## config.mk

```make
export PLATFORM = sky130hd
export DESIGN_NAME = data_memory_responder_flat
export DESIGN_NICKNAME = d
export VERILOG_FILES = /design/src/rtl/data_memory_responder_if.sv /design/src/rtl/data_memory_responder.sv /design/src/flat_wrapper.sv
export SDC_FILE = /design/constraint.sdc
export NUM_CORES = 2
export LEC_CHECK = 0
export CAP_MARGIN = 20
export CORE_MARGIN = 5
export CORE_UTILIZATION = 45
export DETAILED_ROUTE_END_ITERATION = 8
export DONT_BUFFER_PORTS = 1
export HOLD_SLACK_MARGIN = 0.1
export PLACE_DENSITY = 0.72
export RECOVER_POWER = 50
export SYNTH_ARGS = -nofsm -noshare
export SYNTH_HDL_FRONTEND = slang
export SYNTH_SLANG_ARGS = --single-unit
```

## constraint.sdc

```tcl
create_clock -name Clk -period 6.5 [get_ports Clk]
set_input_delay 0.65 -clock Clk [delete_from_list [all_inputs] [get_ports Clk]]
set_output_delay 0.65 -clock Clk [all_outputs]
set_load 0.02 [all_outputs]
```

## src/rtl/data_memory_responder_if.sv

```systemverilog
// MEM-stage load/store request and response bundle between the pipeline (master) and the data memory (slave).
interface data_memory_responder_if #(
    parameter int ADDR_W = 9
);
    logic              load_instr;
    logic              Read_Write;
    logic              SE_dm;
    logic [1:0]        size_dm;
    logic [ADDR_W-1:0] Address;
    logic [31:0]       DataIn;
    logic [31:0]       DataOut;
    logic              Busy;
    logic              Done;
    logic              Error;

    modport master (
        output load_instr, Read_Write, SE_dm, size_dm, Address, DataIn,
        input  DataOut, Busy, Done, Error
    );

    modport slave (
        input  load_instr, Read_Write, SE_dm, size_dm, Address, DataIn,
        output DataOut, Busy, Done, Error
    );
endinterface

```

## src/rtl/data_memory_responder.sv

```systemverilog
// Byte-serial big-endian data memory: Done pulses N+1 cycles after accept (N = 1/2/4 bytes), Busy stalls the pipeline until then.
// Optional DM_ALIGN_CHECK_EN rejects misaligned halfword/word requests in one cycle with Error.
module data_memory_responder #(
    parameter int DEPTH  = 512,
    parameter int ADDR_W = 9
) (
    input logic                    Clk,
    input logic                    R,
    data_memory_responder_if.slave bus
);

    typedef enum logic [1:0] {
        IDLE   = 2'd0,
        ACCESS = 2'd1,
        DONE   = 2'd2
    } state_t;

    state_t            state;
    state_t            state_nxt;

    logic [7:0]        mem [DEPTH];

    logic              wr_q;
    logic              se_q;
    logic [1:0]        size_q;
    logic [ADDR_W-1:0] addr_q;
    logic [31:0]       din_q;
    logic [31:0]       asm_q;
    logic [1:0]        cnt_q;

    logic [1:0]        last_idx;
    logic [1:0]        byte_sel;
    logic [ADDR_W-1:0] cur_addr;
    logic [7:0]        wr_byte;
    logic [7:0]        rd_byte;
    logic              misaligned;

    assign last_idx = (size_q == 2'b00) ? 2'd0 :
                      (size_q == 2'b01) ? 2'd1 : 2'd3;
    assign cur_addr = addr_q + ADDR_W'(cnt_q);
    // Store bytes leave most significant first, so byte k comes from lane N-1-k.
    assign byte_sel = last_idx - cnt_q;
    assign wr_byte  = din_q[{byte_sel, 3'b000} +: 8];
    assign rd_byte  = mem[cur_addr];

`ifdef DM_ALIGN_CHECK_EN
    logic err_q;

    always_comb begin
        misaligned = 1'b0;
        if (bus.size_dm == 2'b01)
            misaligned = bus.Address[0];
        else if (bus.size_dm[1])
            misaligned = (bus.Address[1:0] != 2'b00);
    end

    always_ff @(posedge Clk) begin
        if (R)
            err_q <= 1'b0;
        else if (state == IDLE && bus.load_instr)
            err_q <= misaligned;
    end
`else
    assign misaligned = 1'b0;
`endif

    always_ff @(posedge Clk) begin
        if (R)
            state <= IDLE;
        else
            state <= state_nxt;
    end

    always_comb begin
        state_nxt = state;
        case (state)
            IDLE: begin
                if (bus.load_instr)
                    state_nxt = misaligned ? DONE : ACCESS;
            end
            ACCESS: begin
                if (cnt_q == last_idx)
                    state_nxt = DONE;
            end
            DONE:    state_nxt = IDLE;
            default: state_nxt = IDLE;
        endcase
    end

    always_comb begin
        bus.Busy    = 1'b0;
        bus.Done    = 1'b0;
        bus.Error   = 1'b0;
        bus.DataOut = '0;
        case (state)
            IDLE:   bus.Busy = bus.load_instr;
            ACCESS: bus.Busy = 1'b1;
            DONE: begin
                bus.Done = 1'b1;
`ifdef DM_ALIGN_CHECK_EN
                bus.Error = err_q;
`endif
                // A rejected load never assembles a byte, so asm_q is still zero here.
                if (!wr_q) begin
                    case (size_q)
                        2'b00:   bus.DataOut = {{24{se_q & asm_q[7]}},  asm_q[7:0]};
                        2'b01:   bus.DataOut = {{16{se_q & asm_q[15]}}, asm_q[15:0]};
                        default: bus.DataOut = asm_q;
                    endcase
                end
            end
            default: ;
        endcase
    end

    always_ff @(posedge Clk) begin
        if (R) begin
            wr_q   <= 1'b0;
            se_q   <= 1'b0;
            size_q <= 2'b00;
            addr_q <= '0;
            din_q  <= '0;
            asm_q  <= '0;
            cnt_q  <= 2'd0;
        end else begin
            case (state)
                IDLE: begin
                    if (bus.load_instr) begin
                        wr_q   <= bus.Read_Write;
                        se_q   <= bus.SE_dm;
                        size_q <= bus.size_dm;
                        addr_q <= bus.Address;
                        din_q  <= bus.DataIn;
                        asm_q  <= '0;
                        cnt_q  <= 2'd0;
                    end
                end
                ACCESS: begin
                    if (!wr_q)
                        asm_q <= {asm_q[23:0], rd_byte};
                    cnt_q <= cnt_q + 2'd1;
                end
                default: ;
            endcase
        end
    end

    // The array is never reset; a reset edge only suppresses the write in flight.
    always_ff @(posedge Clk) begin
        if (!R && state == ACCESS && wr_q)
            mem[cur_addr] <= wr_byte;
    end

endmodule

```

## src/flat_wrapper.sv

```systemverilog
// flat-port wrapper written by rule: the top's interface ports become plain ports
module data_memory_responder_flat 
#(
    parameter int DEPTH  = 512,
    parameter int ADDR_W = 9
)
  (Clk, R, bus_load_instr, bus_Read_Write, bus_SE_dm, bus_size_dm, bus_Address, bus_DataIn, bus_DataOut, bus_Busy, bus_Done, bus_Error);
  data_memory_responder_if #(.ADDR_W(ADDR_W)) bus_i ();
  input logic Clk;
  input logic R;
  input wire logic [$bits(bus_i.load_instr)-1:0] bus_load_instr;
  input wire logic [$bits(bus_i.Read_Write)-1:0] bus_Read_Write;
  input wire logic [$bits(bus_i.SE_dm)-1:0] bus_SE_dm;
  input wire logic [$bits(bus_i.size_dm)-1:0] bus_size_dm;
  input wire logic [$bits(bus_i.Address)-1:0] bus_Address;
  input wire logic [$bits(bus_i.DataIn)-1:0] bus_DataIn;
  output wire logic [$bits(bus_i.DataOut)-1:0] bus_DataOut;
  output wire logic [$bits(bus_i.Busy)-1:0] bus_Busy;
  output wire logic [$bits(bus_i.Done)-1:0] bus_Done;
  output wire logic [$bits(bus_i.Error)-1:0] bus_Error;
  assign bus_i.load_instr = bus_load_instr;
  assign bus_i.Read_Write = bus_Read_Write;
  assign bus_i.SE_dm = bus_SE_dm;
  assign bus_i.size_dm = bus_size_dm;
  assign bus_i.Address = bus_Address;
  assign bus_i.DataIn = bus_DataIn;
  assign bus_DataOut = bus_i.DataOut;
  assign bus_Busy = bus_i.Busy;
  assign bus_Done = bus_i.Done;
  assign bus_Error = bus_i.Error;
  data_memory_responder #(.DEPTH(DEPTH), .ADDR_W(ADDR_W)) u_core (.Clk(Clk), .R(R), .bus(bus_i));
endmodule
```

==> impl_results.md <==
* Outcome: finished with violations
* Failing checks: capacitance limit, slew limit
* Crit-path cells: clkbuf_1, nor2_1, ha_1, xnor2_1, clkbuf_1, mux4_4, clkbuf_4
* Mapped Area at between 150000 and 200000 sq um
* Seq/Total Area, Yosys at approximately 76%
* Largest net degree at the start of global routing at between 100 and 150
* Setup violators final at 0
* Total number of clock tree sinks at 4177
* Most common cell after layout, fill and taps aside: edfxtp_1
* Min Clock Period, post-route at approximately 6.0 ns
* WS Path Type: flop to flop
* Top cell by count, worst path: clkbuf_1
* Leakage power at 0.0554 uW
* CP arrival at 6.62 ns
* Number of port buffers at 0
* Core Region at 362000 sq um
* IO Pins at between 80 and 90
* Gr usage total at 23.6%
* # DRC at 0
* Max H-tree Level at 5
* GRT overflow at 0
* Post-CTS Hold Buffers at between 40 and 50
* Worst path bufs/invs at 3
* Clk_skew at between 0.05 and 0.06 ns
* Slowest CP cell: mux4_4
* Post-Place Cells at 12700
* Tcrit/Tclk final at between 90% and 100%
* DR WL/cell at 33.3 microns
* Hold path start: bus_size_dm[1]
* Comb power frac at about 11%
* Final std cells w/o fill at ~14000
* CTS clk-pin slew, worst paths at approximately 0.06 ns
* Worst Setup SP: u_core.size_q[1]$_SDFFE_PP0P_
* Startpoint types: flop
* Gpl congestion at slightly above 0.9
* Clk root buf: clkbuf_16
* Switching Share at 24.0%
* DRT iter0 DRCs at around 14000
* Share of post-route cells with drive strength above 1 at ~22%
* Psw at approximately 15000 uW
* Syn avg cell area at ~20 sq um
* Synth cell types at 77
* Worst hold-check path type: primary input to flop
* Syn-to-layout area delta at 12.6%
* Starting density of the core at a little under half
* Initial antenna violation count at 38
* RSZ-0062 raised after global routing: no
* Ys flop type: edfxtp_1
* First-pass GRT wire length at 638 mm
* Largest delay contributor family on the critical path: buffers and inverters
* Fin nets at around 8400
* Post-Route Setup TNS at 0 ns
* Rows at around 220
* Pre-Repair DR Iteration Count at 9
* F_max at around 0.17 GHz
* Hold Vio Cnt, Final at 0
* Chip height at around 610 microns
* Post-CTS sizing at 0
* Slowest stage delay, CP at 1.15 ns
* Hold path depth at 3
* EDFF count, synth at between 4000 and 5000
* Vias in the first global route at around 85000
* Die area at 374000 sq um
* Max-cap violation count at 4
* Clk_lat worst skew at 0.98 ns
* Via-to-Cell Ratio at 6.40
* Post CTS Setup Buffer Count at 0
* Internal power at 46500 uW
* CTS max path bufs at 4
* VDD IR max at ~0.24 mV
* Worst-case reg-to-reg path depth at 7
* Synth async-reset ratio at 0%
* Cell Pwr Density at between 300 and 400 nW/um^2
* Die width at around 600 microns
* CP max FO at 72
* Worst slew pin tran at between 2 and 3 ns
* Pins over their slew limit at 110
* Slew margin rel. at -99.4%
* Reg2reg start: u_core.size_q[1]$_SDFFE_PP0P_
* CTS Buf Count at ~400
* Synth Register Bits at 4177
* Yosys Warn Count at 0
* CP Depth at 7
* Cell count after synthesis at a little over 8000
* CP required at just over 7 ns
* Crit path capture type: flop
* Most frequent cells in the layout: 4096 x edfxtp_1, 1016 x mux4_2, 743 x nand2_1
* DPL Wire Length at 272 mm
* Via count at roughly 87000
* Routed Antenna Nets at 0
* Syn nets at 8221
* Final wirelength at 451 mm
* Sequential power share at between 40% and 50%
* CTS tree: built
* Clk pwr share at between 30% and 40%
==> area by class of cell <==
class,count,area [sq um]
fill,27700,178000
sequential,4177,125000
multi-input combinational,3456,35800
clock buffer,498,10700
tap,4794,6000
timing repair buffer,335,3370
clock inverter,240,2790
inverter,21,81.3
antenna,28,70.1
==> kinds of logic (layout without fill, tap and decap cells) <==
family | after synthesis | count (layout) | synth area share, %
and+or+nand+nor | 1744 | 1744 | 4.44
xor gates and xnor gates | 7 | 7 | 0.0584
buffers and inverters | 536 | 1094 | 1.80
adders and majority gates | 4 | 4 | 0.0353
other | 1 | 29 | 0.00230
DFF | 4177 | 4177 | 76.5
AOI/OAI and AO/OA | 556 | 556 | 2.31
muxes | 1144 | 1144 | 14.9
==> per-layer routing <==
metal	routed length (microns)	part of all wire [%]	vias to the layer above	track usage [%]
li1	-	-	33800	-
met1	158000	35	44900	31.6
met2	204000	45	6828	35.3
met3	61700	14	1241	7.26
met4	26600	5.9	20	11.7
met5	277	0.061	-	0.0129
==> worst register-to-register path, stage by stage (launching register included) <==
cell and delay (ns):
dfxtp_1 0.31, clkbuf_1 1.13, nor2_1 0.64, ha_1 0.40
xnor2_1 0.18, clkbuf_1 0.84, mux4_4 1.15, clkbuf_4 0.91
==> power groups by stage <==
stage / registers [uW] / logic (uW) / clock network (uW)
CTS: 30500 / 6630 / 24100
global route: 30500 / 6950 / 25300
detailed placement: 31100 / 6570 / 0
floorplan: 31400 / 3980 / 0
global placement: 31100 / 6400 / 0
finish: 30600 / 6710 / 24000
==> cells in the mapped netlist, types with 6 or more instances <==
cell	count	area, sq um
and3_1	28	175
buf_6	37	417
nand3_1	214	1070
a22oi_1	67	503
a32oi_1	26	228
a311oi_1	11	96.3
buf_1	41	154
nor2b_1	6	37.5
a221oi_1	17	149
dfxtp_1	81	1620
nand2b_1	12	75.1
o221ai_1	8	70.1
a211o_1	6	52.6
a221o_1	14	140
and2_1	16	100
a21oi_1	166	831
mux4_2	1022	23000
a31oi_1	60	375
edfxtp_1	4096	123000
nand4_1	19	119
nand2_1	753	2830
mux2i_1	118	1180
buf_4	116	871
o31ai_1	7	52.6
a32o_1	9	90.1
o2111ai_1	7	61.3
a22o_1	14	123
nor3_1	35	175
a211oi_1	16	120
buf_2	170	851
a2111oi_0	8	70.1
or4_1	6	45.0
clkbuf_1	151	567
o211ai_1	14	105
nor2_1	613	2300
o21ai_1	9	45.0
o22ai_1	23	144
inv_1	21	78.8
o21ai_0	41	205
nor4_1	18	113
==> stage by stage <==
| stage | utilization [%] | instance area [sq um] | power [uW] | setup WS, ns | hold slack, ns |
|---|---|---|---|---|---|
| after floorplan | - | 163000 | 35300 | 0.313 | 0.433 |
| after global placement | 46.8 | 169000 | 37500 | 0.0671 | 0.434 |
| after detailed placement | 46.9 | 169000 | 37700 | 0.889 | 0.441 |
| after CTS | 50.7 | 183000 | 61300 | 0.826 | 0.318 |
| after global routing | 50.7 | 183000 | 62800 | 0.418 | 0.385 |
| final | 50.7 | 183000 | 61200 | 0.474 | 0.382 |
==> state kept, by name, indices dropped and copies added, names as in the netlist <==
| register | count |
|---|---|
| u_core.din_q | 32 |
| u_core.addr_q | 9 |
| u_core.asm_q | 32 |
| u_core.size_q | 2 |
| u_core.se_q | 1 |
| u_core.mem | 4096 |
| u_core.state | 2 |
| u_core.wr_q | 1 |
| u_core.cnt_q | 2 |
==> worst paths after layout <==
kind	slack, ns	endpoint
max	0.47	u_core.mem[248][5]$_DFFE_PP_
min	0.38	u_core.size_q[1]$_SDFFE_PP0P_
max reg2reg	0.47	u_core.mem[248][5]$_DFFE_PP_
min reg2reg	0.46	u_core.din_q[17]$_SDFFE_PP0P_
Note: power is estimated with default switching activity, not from simulation.
